### src/rtl/sync_fifo_ctrl.sv
`default_nettype none
// ============================================================================
// Module   : sync_fifo_ctrl
// Desc     : Single-clock FIFO with standard or show-ahead read, programmable
//            almost-full/almost-empty thresholds and sticky error flags.
// Revision : 1.0 - initial release
// ============================================================================
module sync_fifo_ctrl #(
   parameter int DATA_WIDTH = 8,
   parameter int ADDR_WIDTH = 4,
   parameter int AF_LEVEL   = 14,
   parameter int AE_LEVEL   = 2,
   parameter int FWFT       = 0
) (
   input  logic                  clk,
   input  logic                  rst,
   input  logic                  wr_en,
   input  logic [DATA_WIDTH-1:0] wr_data,
   input  logic                  rd_en,
   output logic [DATA_WIDTH-1:0] rd_data,
   output logic                  rd_valid,
   output logic                  full,
   output logic                  empty,
   output logic                  almost_full,
   output logic                  almost_empty,
   output logic [ADDR_WIDTH:0]   count,
   output logic                  overflow,
   output logic                  underflow,
   input  logic                  clr_err
);

   localparam int                DEPTH      = 2**ADDR_WIDTH;
   localparam logic [ADDR_WIDTH:0] c_depth    = {1'b1, {ADDR_WIDTH{1'b0}}};
   localparam logic [ADDR_WIDTH:0] c_zero     = '0;
   localparam logic [ADDR_WIDTH:0] c_one      = {{ADDR_WIDTH{1'b0}}, 1'b1};
   localparam logic [ADDR_WIDTH:0] c_af_level = AF_LEVEL[ADDR_WIDTH:0];
   localparam logic [ADDR_WIDTH:0] c_ae_level = AE_LEVEL[ADDR_WIDTH:0];

   logic [DATA_WIDTH-1:0] r_mem [DEPTH];
   logic [ADDR_WIDTH-1:0] r_wptr;
   logic [ADDR_WIDTH-1:0] r_rptr;
   logic [ADDR_WIDTH:0]   r_count;
   logic                  r_full;
   logic                  r_empty;
   logic                  r_almost_full;
   logic                  r_almost_empty;
   logic                  r_overflow;
   logic                  r_underflow;
   logic [DATA_WIDTH-1:0] r_rd_data;
   logic                  r_rd_valid;

   logic                  w_wr_acc;
   logic                  w_rd_acc;
   logic                  w_no_data;
   logic                  w_ovf_evt;
   logic                  w_udf_evt;
   logic [ADDR_WIDTH-1:0] w_wptr_nxt;
   logic [ADDR_WIDTH-1:0] w_rptr_nxt;
   logic [ADDR_WIDTH:0]   w_count_nxt;

   // A full FIFO refuses writes even when a read frees a slot in the same cycle.
   assign w_wr_acc   = wr_en & ~r_full;
   assign w_rd_acc   = rd_en & ~w_no_data;
   assign w_ovf_evt  = wr_en & r_full;
   assign w_udf_evt  = rd_en & w_no_data;
   assign w_wptr_nxt = w_wr_acc ? r_wptr + 1'b1 : r_wptr;
   assign w_rptr_nxt = w_rd_acc ? r_rptr + 1'b1 : r_rptr;

   always_comb begin
      w_count_nxt = r_count;
      case ({w_wr_acc, w_rd_acc})
         2'b10:   w_count_nxt = r_count + c_one;
         2'b01:   w_count_nxt = r_count - c_one;
         default: w_count_nxt = r_count;
      endcase
   end

   always_ff @(posedge clk) begin
      if (rst && w_wr_acc) begin
         r_mem[r_wptr] <= wr_data;
      end
   end

   // Flags are computed from the next count so they move together with count.
   always_ff @(posedge clk) begin
      if (!rst) begin
         r_wptr         <= '0;
         r_rptr         <= '0;
         r_count        <= '0;
         r_full         <= 1'b0;
         r_empty        <= 1'b1;
         r_almost_full  <= 1'b0;
         r_almost_empty <= 1'b1;
         r_overflow     <= 1'b0;
         r_underflow    <= 1'b0;
      end else begin
         r_wptr         <= w_wptr_nxt;
         r_rptr         <= w_rptr_nxt;
         r_count        <= w_count_nxt;
         r_full         <= (w_count_nxt == c_depth);
         r_empty        <= (w_count_nxt == c_zero);
         r_almost_full  <= (w_count_nxt >= c_af_level);
         r_almost_empty <= (w_count_nxt <= c_ae_level);
         r_overflow     <= w_ovf_evt | (r_overflow & ~clr_err);
         r_underflow    <= w_udf_evt | (r_underflow & ~clr_err);
      end
   end

   generate
      if (FWFT != 0) begin : g_fwft
         logic                  w_drained;
         logic [DATA_WIDTH-1:0] w_head;

         // When the FIFO would otherwise be empty, the word being written this
         // cycle becomes the head and must bypass the storage array.
         assign w_no_data = ~r_rd_valid;
         assign w_drained = w_rd_acc ? (r_count == c_one) : (r_count == c_zero);
         assign w_head    = (w_wr_acc && w_drained) ? wr_data : r_mem[w_rptr_nxt];

         always_ff @(posedge clk) begin
            if (!rst) begin
               r_rd_data  <= '0;
               r_rd_valid <= 1'b0;
            end else begin
               r_rd_valid <= (w_count_nxt != c_zero);
               if (w_count_nxt != c_zero) begin
                  r_rd_data <= w_head;
               end
            end
         end
      end else begin : g_std
         assign w_no_data = r_empty;

         always_ff @(posedge clk) begin
            if (!rst) begin
               r_rd_data  <= '0;
               r_rd_valid <= 1'b0;
            end else begin
               r_rd_valid <= w_rd_acc;
               if (w_rd_acc) begin
                  r_rd_data <= r_mem[r_rptr];
               end
            end
         end
      end
   endgenerate

   assign rd_data      = r_rd_data;
   assign rd_valid     = r_rd_valid;
   assign full         = r_full;
   assign empty        = r_empty;
   assign almost_full  = r_almost_full;
   assign almost_empty = r_almost_empty;
   assign count        = r_count;
   assign overflow     = r_overflow;
   assign underflow    = r_underflow;

endmodule
`default_nettype wire

### config.mk
export PLATFORM = sky130hd
export DESIGN_NAME = sync_fifo_ctrl
export DESIGN_NICKNAME = d
export VERILOG_FILES = /design/src/rtl/sync_fifo_ctrl.sv
export SDC_FILE = /design/constraint.sdc
export NUM_CORES = 1
export LEC_CHECK = 0
export ABC_AREA = 1
export CORE_MARGIN = 1.5
export CORE_UTILIZATION = 50
export CTS_CLUSTER_DIAMETER = 30
export DETAILED_ROUTE_END_ITERATION = 16
export PLACE_DENSITY = 0.77
export SETUP_SLACK_MARGIN = 0.4
export SLEW_MARGIN = 20
export SYNTH_ARGS = -nofsm -noshare
export SYNTH_HDL_FRONTEND = slang
export SYNTH_SLANG_ARGS = --single-unit
### constraint.sdc
create_clock -name clk -period 6 [get_ports clk]
set_input_delay 1.8 -clock clk [delete_from_list [all_inputs] [get_ports clk]]
set_output_delay 1.8 -clock clk [all_outputs]
set_load 0.01 [all_outputs]
## Word-level counts from Yosys, hierarchy flattened

Memory sizes are Yosys's and may differ from the RTL's. A register that Yosys moved wholly into a read port is not among the register bits.
Cells that the tools add are included.

| operators by class | value |
|---|---|
| add/subtract/negate cells | 4 |
| multipliers | 0 |
| div/mod/pow operators | 0 |
| magnitude comparators | 2 |
| eq/ne operators | 3 |
| shift-type cells | 0 |
| multiplexer cells | 3 |
| bitwise operators | 11 |
| reduce and logical (&&, ||, !) cells | 3 |

Operators with widths:

| cell | count |
|---|---|
| case mux 5 bit (2 select lines) | 1 |
| adder 4 x 1 -> 4 bit (second input constant) | 2 |
| bitwise AND 1 bit | 6 |
| adder 5 x 1 -> 5 bit (second input constant) | 1 |
| equality test 5 bit (second input constant) | 1 |
| >= comparator 5 x 4 -> 1 bit (second input constant) | 1 |
| <= comparator 5 x 2 -> 1 bit (second input constant) | 1 |
| logical NOT 5 bit | 1 |
| subtractor 5 x 1 -> 5 bit (second input constant) | 1 |
| NOT 1 bit | 3 |
| equality test 2 x 1 -> 1 bit (second input constant) | 1 |
| equality test 2 bit (second input constant) | 1 |
| 2-to-1 mux 1 bit | 2 |
| bitwise OR 1 bit | 2 |
| logical AND 1 bit | 1 |
| logical NOT 1 bit | 1 |

| word-level totals | value |
|---|---|
| bits in registers | 20 |
| bits in latches | 0 |
| bits in writable memories | 128 |
| ROM bits | 0 |
| input bits | 13 |
| output and inout port bits | 20 |
| word-level logic and storage cells | 37 |
| memories | 1 |

Memory list:

| memory | words | bits a word | rd ports | clocked after Yosys merged registers in | write ports | RTL line | text |
|---|---|---|---|---|---|---|---|
| r_mem | 16 | 8 | 1 | 1 | 1 | 39 | `logic [DATA_WIDTH-1:0] r_mem [DEPTH];` |

## Longest topological paths before layout

| depth | value |
|---|---|
| word-level depth | 5 |
| mapped depth | 17 |
| depth with buffers taken out | 17 |

## Worst setup path after synthesis

No wires, ideal clock.

| timing | value |
|---|---|
| path kind | input port to flip-flop |
| from | input rd_en |
| to | register r_almost_empty (netlist: almost_empty) |
| library setup time | 0.115 ns |
| arrival time | 3.482 ns |
| data required time | 5.885 ns |
| slack | 2.403 ns |
| cell stages on the path | 16 |
| buffers on the path | 1 |
| cell sequence | inv_1 > nor2_1 > clkbuf_1 > ha_1 > nor2_1 > nor2_1 > ha_1 > inv_1 > nand2_1 > nand3_1 > nand2_1 > nand3_1 > nand2_1 > inv_1 > nor2_1 > nor2_1 |

| between the ends | value |
|---|---|
| word-level cells in the longest chain between the ends | 4 |
| elaborated cells on any way between the ends | 5 |
| classes of those cells | 1 x order compare; 2 x eq/ne; 1 x mux; 1 x bitwise |

RTL lines:

| what | RTL line | text |
|---|---|---|
| start: declaration | 19 | `input logic rd_en,` |
| bitwise AND 1 bit * | 63 | `assign w_rd_acc = rd_en & ~w_no_data;` |
| via w_rd_acc | 53 | `logic w_rd_acc;` |
| equality test 2 x 1 -> 1 bit or equality test 2 bit (tied branches) | 71 | `case ({w_wr_acc, w_rd_acc})` |
| case mux 5 bit (2 select lines) * | 71 |  |
| <= comparator 5 x 2 -> 1 bit * | 103 | `r_almost_empty <= (w_count_nxt <= c_ae_level);` |
| end signal: assignment | 103 |  |
| end: declaration | 46 | `logic r_almost_empty;` |

The timed path passes the listed nets; every way through them passes the cells marked *.
A chain may end at the register's enable or synchronous reset.

## Final worst setup path

| timing | value |
|---|---|
| from | input wr_en |
| to | register r_empty (netlist: empty) |

| between the ends | value |
|---|---|
| word-level cells in the longest chain between the ends | 4 |
| elaborated cells on any way between the ends | 5 |
| classes of those cells | 2 x eq/ne; 1 x mux; 1 x bitwise; 1 x reduce/logical |

RTL lines:

| what | RTL line | text |
|---|---|---|
| start: declaration | 17 | `input logic wr_en,` |
| bitwise AND 1 bit * | 62 | `assign w_wr_acc = wr_en & ~r_full;` |
| equality test 2 x 1 -> 1 bit or equality test 2 bit (tied branches) | 71 |  |
| case mux 5 bit (2 select lines) * | 71 |  |
| logical NOT 5 bit * | 101 | `r_empty <= (w_count_nxt == c_zero);` |
| end signal: assignment | 101 |  |
| end: declaration | 44 | `logic r_empty;` |

Every way passes the cells marked *; elsewhere a longest branch is shown, timed or not.

==> summary.md <==
| Metric | Value |
|---|---|
| CTS sink count | 156 |
| LEAKAGE | 2.80 nW |
| CTS resizes | 0 |
| H-tree levels | 4 |
| Cts bufs inserted | 17 |
| Initial DRC Count | 515 |
| Crit end category | register |
| CP Data Arrival Time | 4.29 ns |
| P per Cell Area | 368 nW/µm² |
| Clk pin slew, worst setup/hold paths | 0.06 ns |
| Post-layout min period | 3.99 ns |
| Dpl hpwl | 8580 µm |
| Status | complete, no violations |
| Synth Instances | 621 |
| Final-report max-slew violation count | 0 |
| Top routing layer in use | met4 |
| Finished Layout Cells | 832 |
| Max frequency | 251 MHz |
| DIE HEIGHT | 117 µm |
| Post-Syn Area | 6490 µm² |
| Largest net degree at the start of global routing | 68 |
| Synth warn | 0 |
| Total power | 2.75 mW |
| Actual slew at the worst max-slew pin | 0.975 ns |
| Port buffer count | 32 |
| Final Skew | 0.0149 ns |
| Peak supply drop | 0.000278 V |
| Setup_tns | 0 ns |
| Die Wd | 117 µm |
| Drc violations | 0 |
| Antenna violations before repair | 0 |
| Tcrit/Tclk final | 0.665 |
| Total Routing Usage GR | 0.226 |
| Largest cells by area after synthesis | edfxtp_1, nand2_1, dfxtp_1 |
| Area leader, netlist | edfxtp_1 |
| Fillcell total | 1016 |
| Post-Syn Nets | 642 |
| Synth top area share | 0.592 |
| Core ar. | 12700 µm² |
| # rows | 41 |
| WL final | 14400 µm |
| Gr ovfl total | 0 |
| Routed met3 length | 1210 µm |
| Mapped Avg Cell Area | 10.5 µm² |
| Final Setup Violations | 0 |
| TritonRoute pass-1 iters | 5 |
| Drt wl/cell | 17.4 µm |
| # IOs | 33 |
| Commonest non-fill, non-tap cell in the layout | nand2_1 |
| Hold Crit Class | register to register |
| DR vias | 4569 |
| Layout Area Growth over Synthesis | 15.2% |
| Relative slew margins | 0.350 |
| RSZ-0062 raised after global routing | false |
| Final GP Congestion | 0.888 |
| Synth Register Bits | 156 |
| Data required, critical path | 6.30 ns |
| Vias per cell | 5.49 |
| CP Class | input port to register |
| Clock latency on the worst-skew pair | 0.43 ns |
| Full die area | 13700 µm² |
| Critical Path Source Type | input port |
| Starting density of the core | 0.513 |
| Post CTS Setup Buffer Count | 0 |
| Max Root-Sink Buffers | 2 |
| Inst Count DP | 800 |
| CTS tree | yes |
| Fin nets | 668 |
| Ant. Diodes | 0 |
| Max-cap violations | 0 |
| DR WL met2 | 7130 µm |
| First-pass GRT wire length | 22200 µm |
| Final core occ | 0.590 |
| Post-route ant nets | 0 |
| CTS Hold Bufs | 0 |
| Seq/Total Area, Yosys | 0.678 |
| Post-synth cell types | 23 |
| Vias in the first global route | 4368 |
| CP max FO | 7 |
| Fraction of layout cells with a size suffix above 1 | 0.0545 |
| DRT met1 WL | 5720 µm |
| Clk root buf | clkbuf_16 |
| Most frequent cells in the layout | nand2_1, edfxtp_1, nand3_1, nor2_1, clkdlybuf4s50_1 |
| Hold Vio Cnt, Final | 0 |
-- cell families after synthesis --
logic type	Yosys count	share of synthesized area
DFF	156	0.678
AOI/OAI and AO/OA	32	0.0252
buffers and inverters	63	0.0468
muxes	1	0.00154
and+or+nand+nor	360	0.232
adders and majority gates	8	0.0154
xor gates and xnor gates	1	0.00135
-- power by group --
group          total [mW]  switching [mW]  internal (mW)
combinational       0.437           0.287          0.151
clock                1.08           0.432          0.652
sequential           1.23          0.0251           1.21
-- worst paths after layout --
kind,start,end,slack [ns],cells after the start
worst max-delay path,wr_en,empty,2.01,18
worst min-delay path,overflow,overflow,0.46,2
worst max register to register,r_rptr[0],rd_data[7],2.98,10
worst min register to register,overflow,overflow,0.46,2
-- layer usage --
| metal | track usage | up-vias |
|---|---|---|
| li1 | - | 2163 |
| met1 | 0.273 | 2156 |
| met2 | 0.367 | 218 |
| met3 | 0.0742 | 32 |
| met4 | 0.114 | 0 |
| met5 | 0 | - |
-- metrics by stage --
step	area, µm²	hold slack [ns]	setup slack, ns
2_1_floorplan	6490	0.480	2.40
3_3_place_gp	6890	0.447	1.80
3_5_place_dp	6890	0.451	1.60
4_1_cts	7480	0.460	2.06
5_1_grt	7480	0.478	1.70
6_report	7480	0.458	2.01
-- flip-flops by register name (all words and copies together) (netlist names) --
name / flops
r_rptr: 4
almost_empty: 1
r_wptr: 4
rd_data: 8
empty: 1
underflow: 1
count: 5
r_mem: 128
full: 1
rd_valid: 1
overflow: 1
almost_full: 1
-- worst max-delay path, cell delays in order --
cell and delay (ns):
clkdlybuf4s50_1 0.49, inv_1 0.04, nor2_1 0.32, inv_1 0.18
ha_1 0.28, nand2_1 0.08, inv_1 0.05, nor2_1 0.13
ha_1 0.16, inv_1 0.04, nand2_1 0.11, inv_1 0.06
nand2_1 0.09, nand2_1 0.07, o21ai_2 0.18, nor2_1 0.08
nand3_1 0.09, nand2_1 0.05
-- synth_stat cells --
cell,n
clkinv_1,3
nand2_1,196
buf_1,1
o21ai_0,3
nor3_1,3
ha_1,8
buf_2,9
xor2_1,1
clkbuf_1,7
a21oi_1,19
inv_2,2
buf_4,9
nor4_1,2
dfxtp_1,28
mux2i_1,1
nor2_1,46
inv_1,29
o21ai_2,1
nand3_1,111
buf_6,3
edfxtp_1,128
o21ai_1,9
nand4_1,2
-- cell type report --
class | instances | area, µm² | share of cell area
Multi-Input combinational cell | 402 | 1790 | 0.239
Clock inverter | 15 | 168 | 0.0224
Tap cell | 172 | 215 | 0.0288
Timing Repair Buffer | 36 | 350 | 0.0468
Sequential cell | 156 | 4410 | 0.589
Inverter | 34 | 129 | 0.0172
Clock buffer | 17 | 425 | 0.0569
Note: power is estimated with default switching activity, not from simulation.
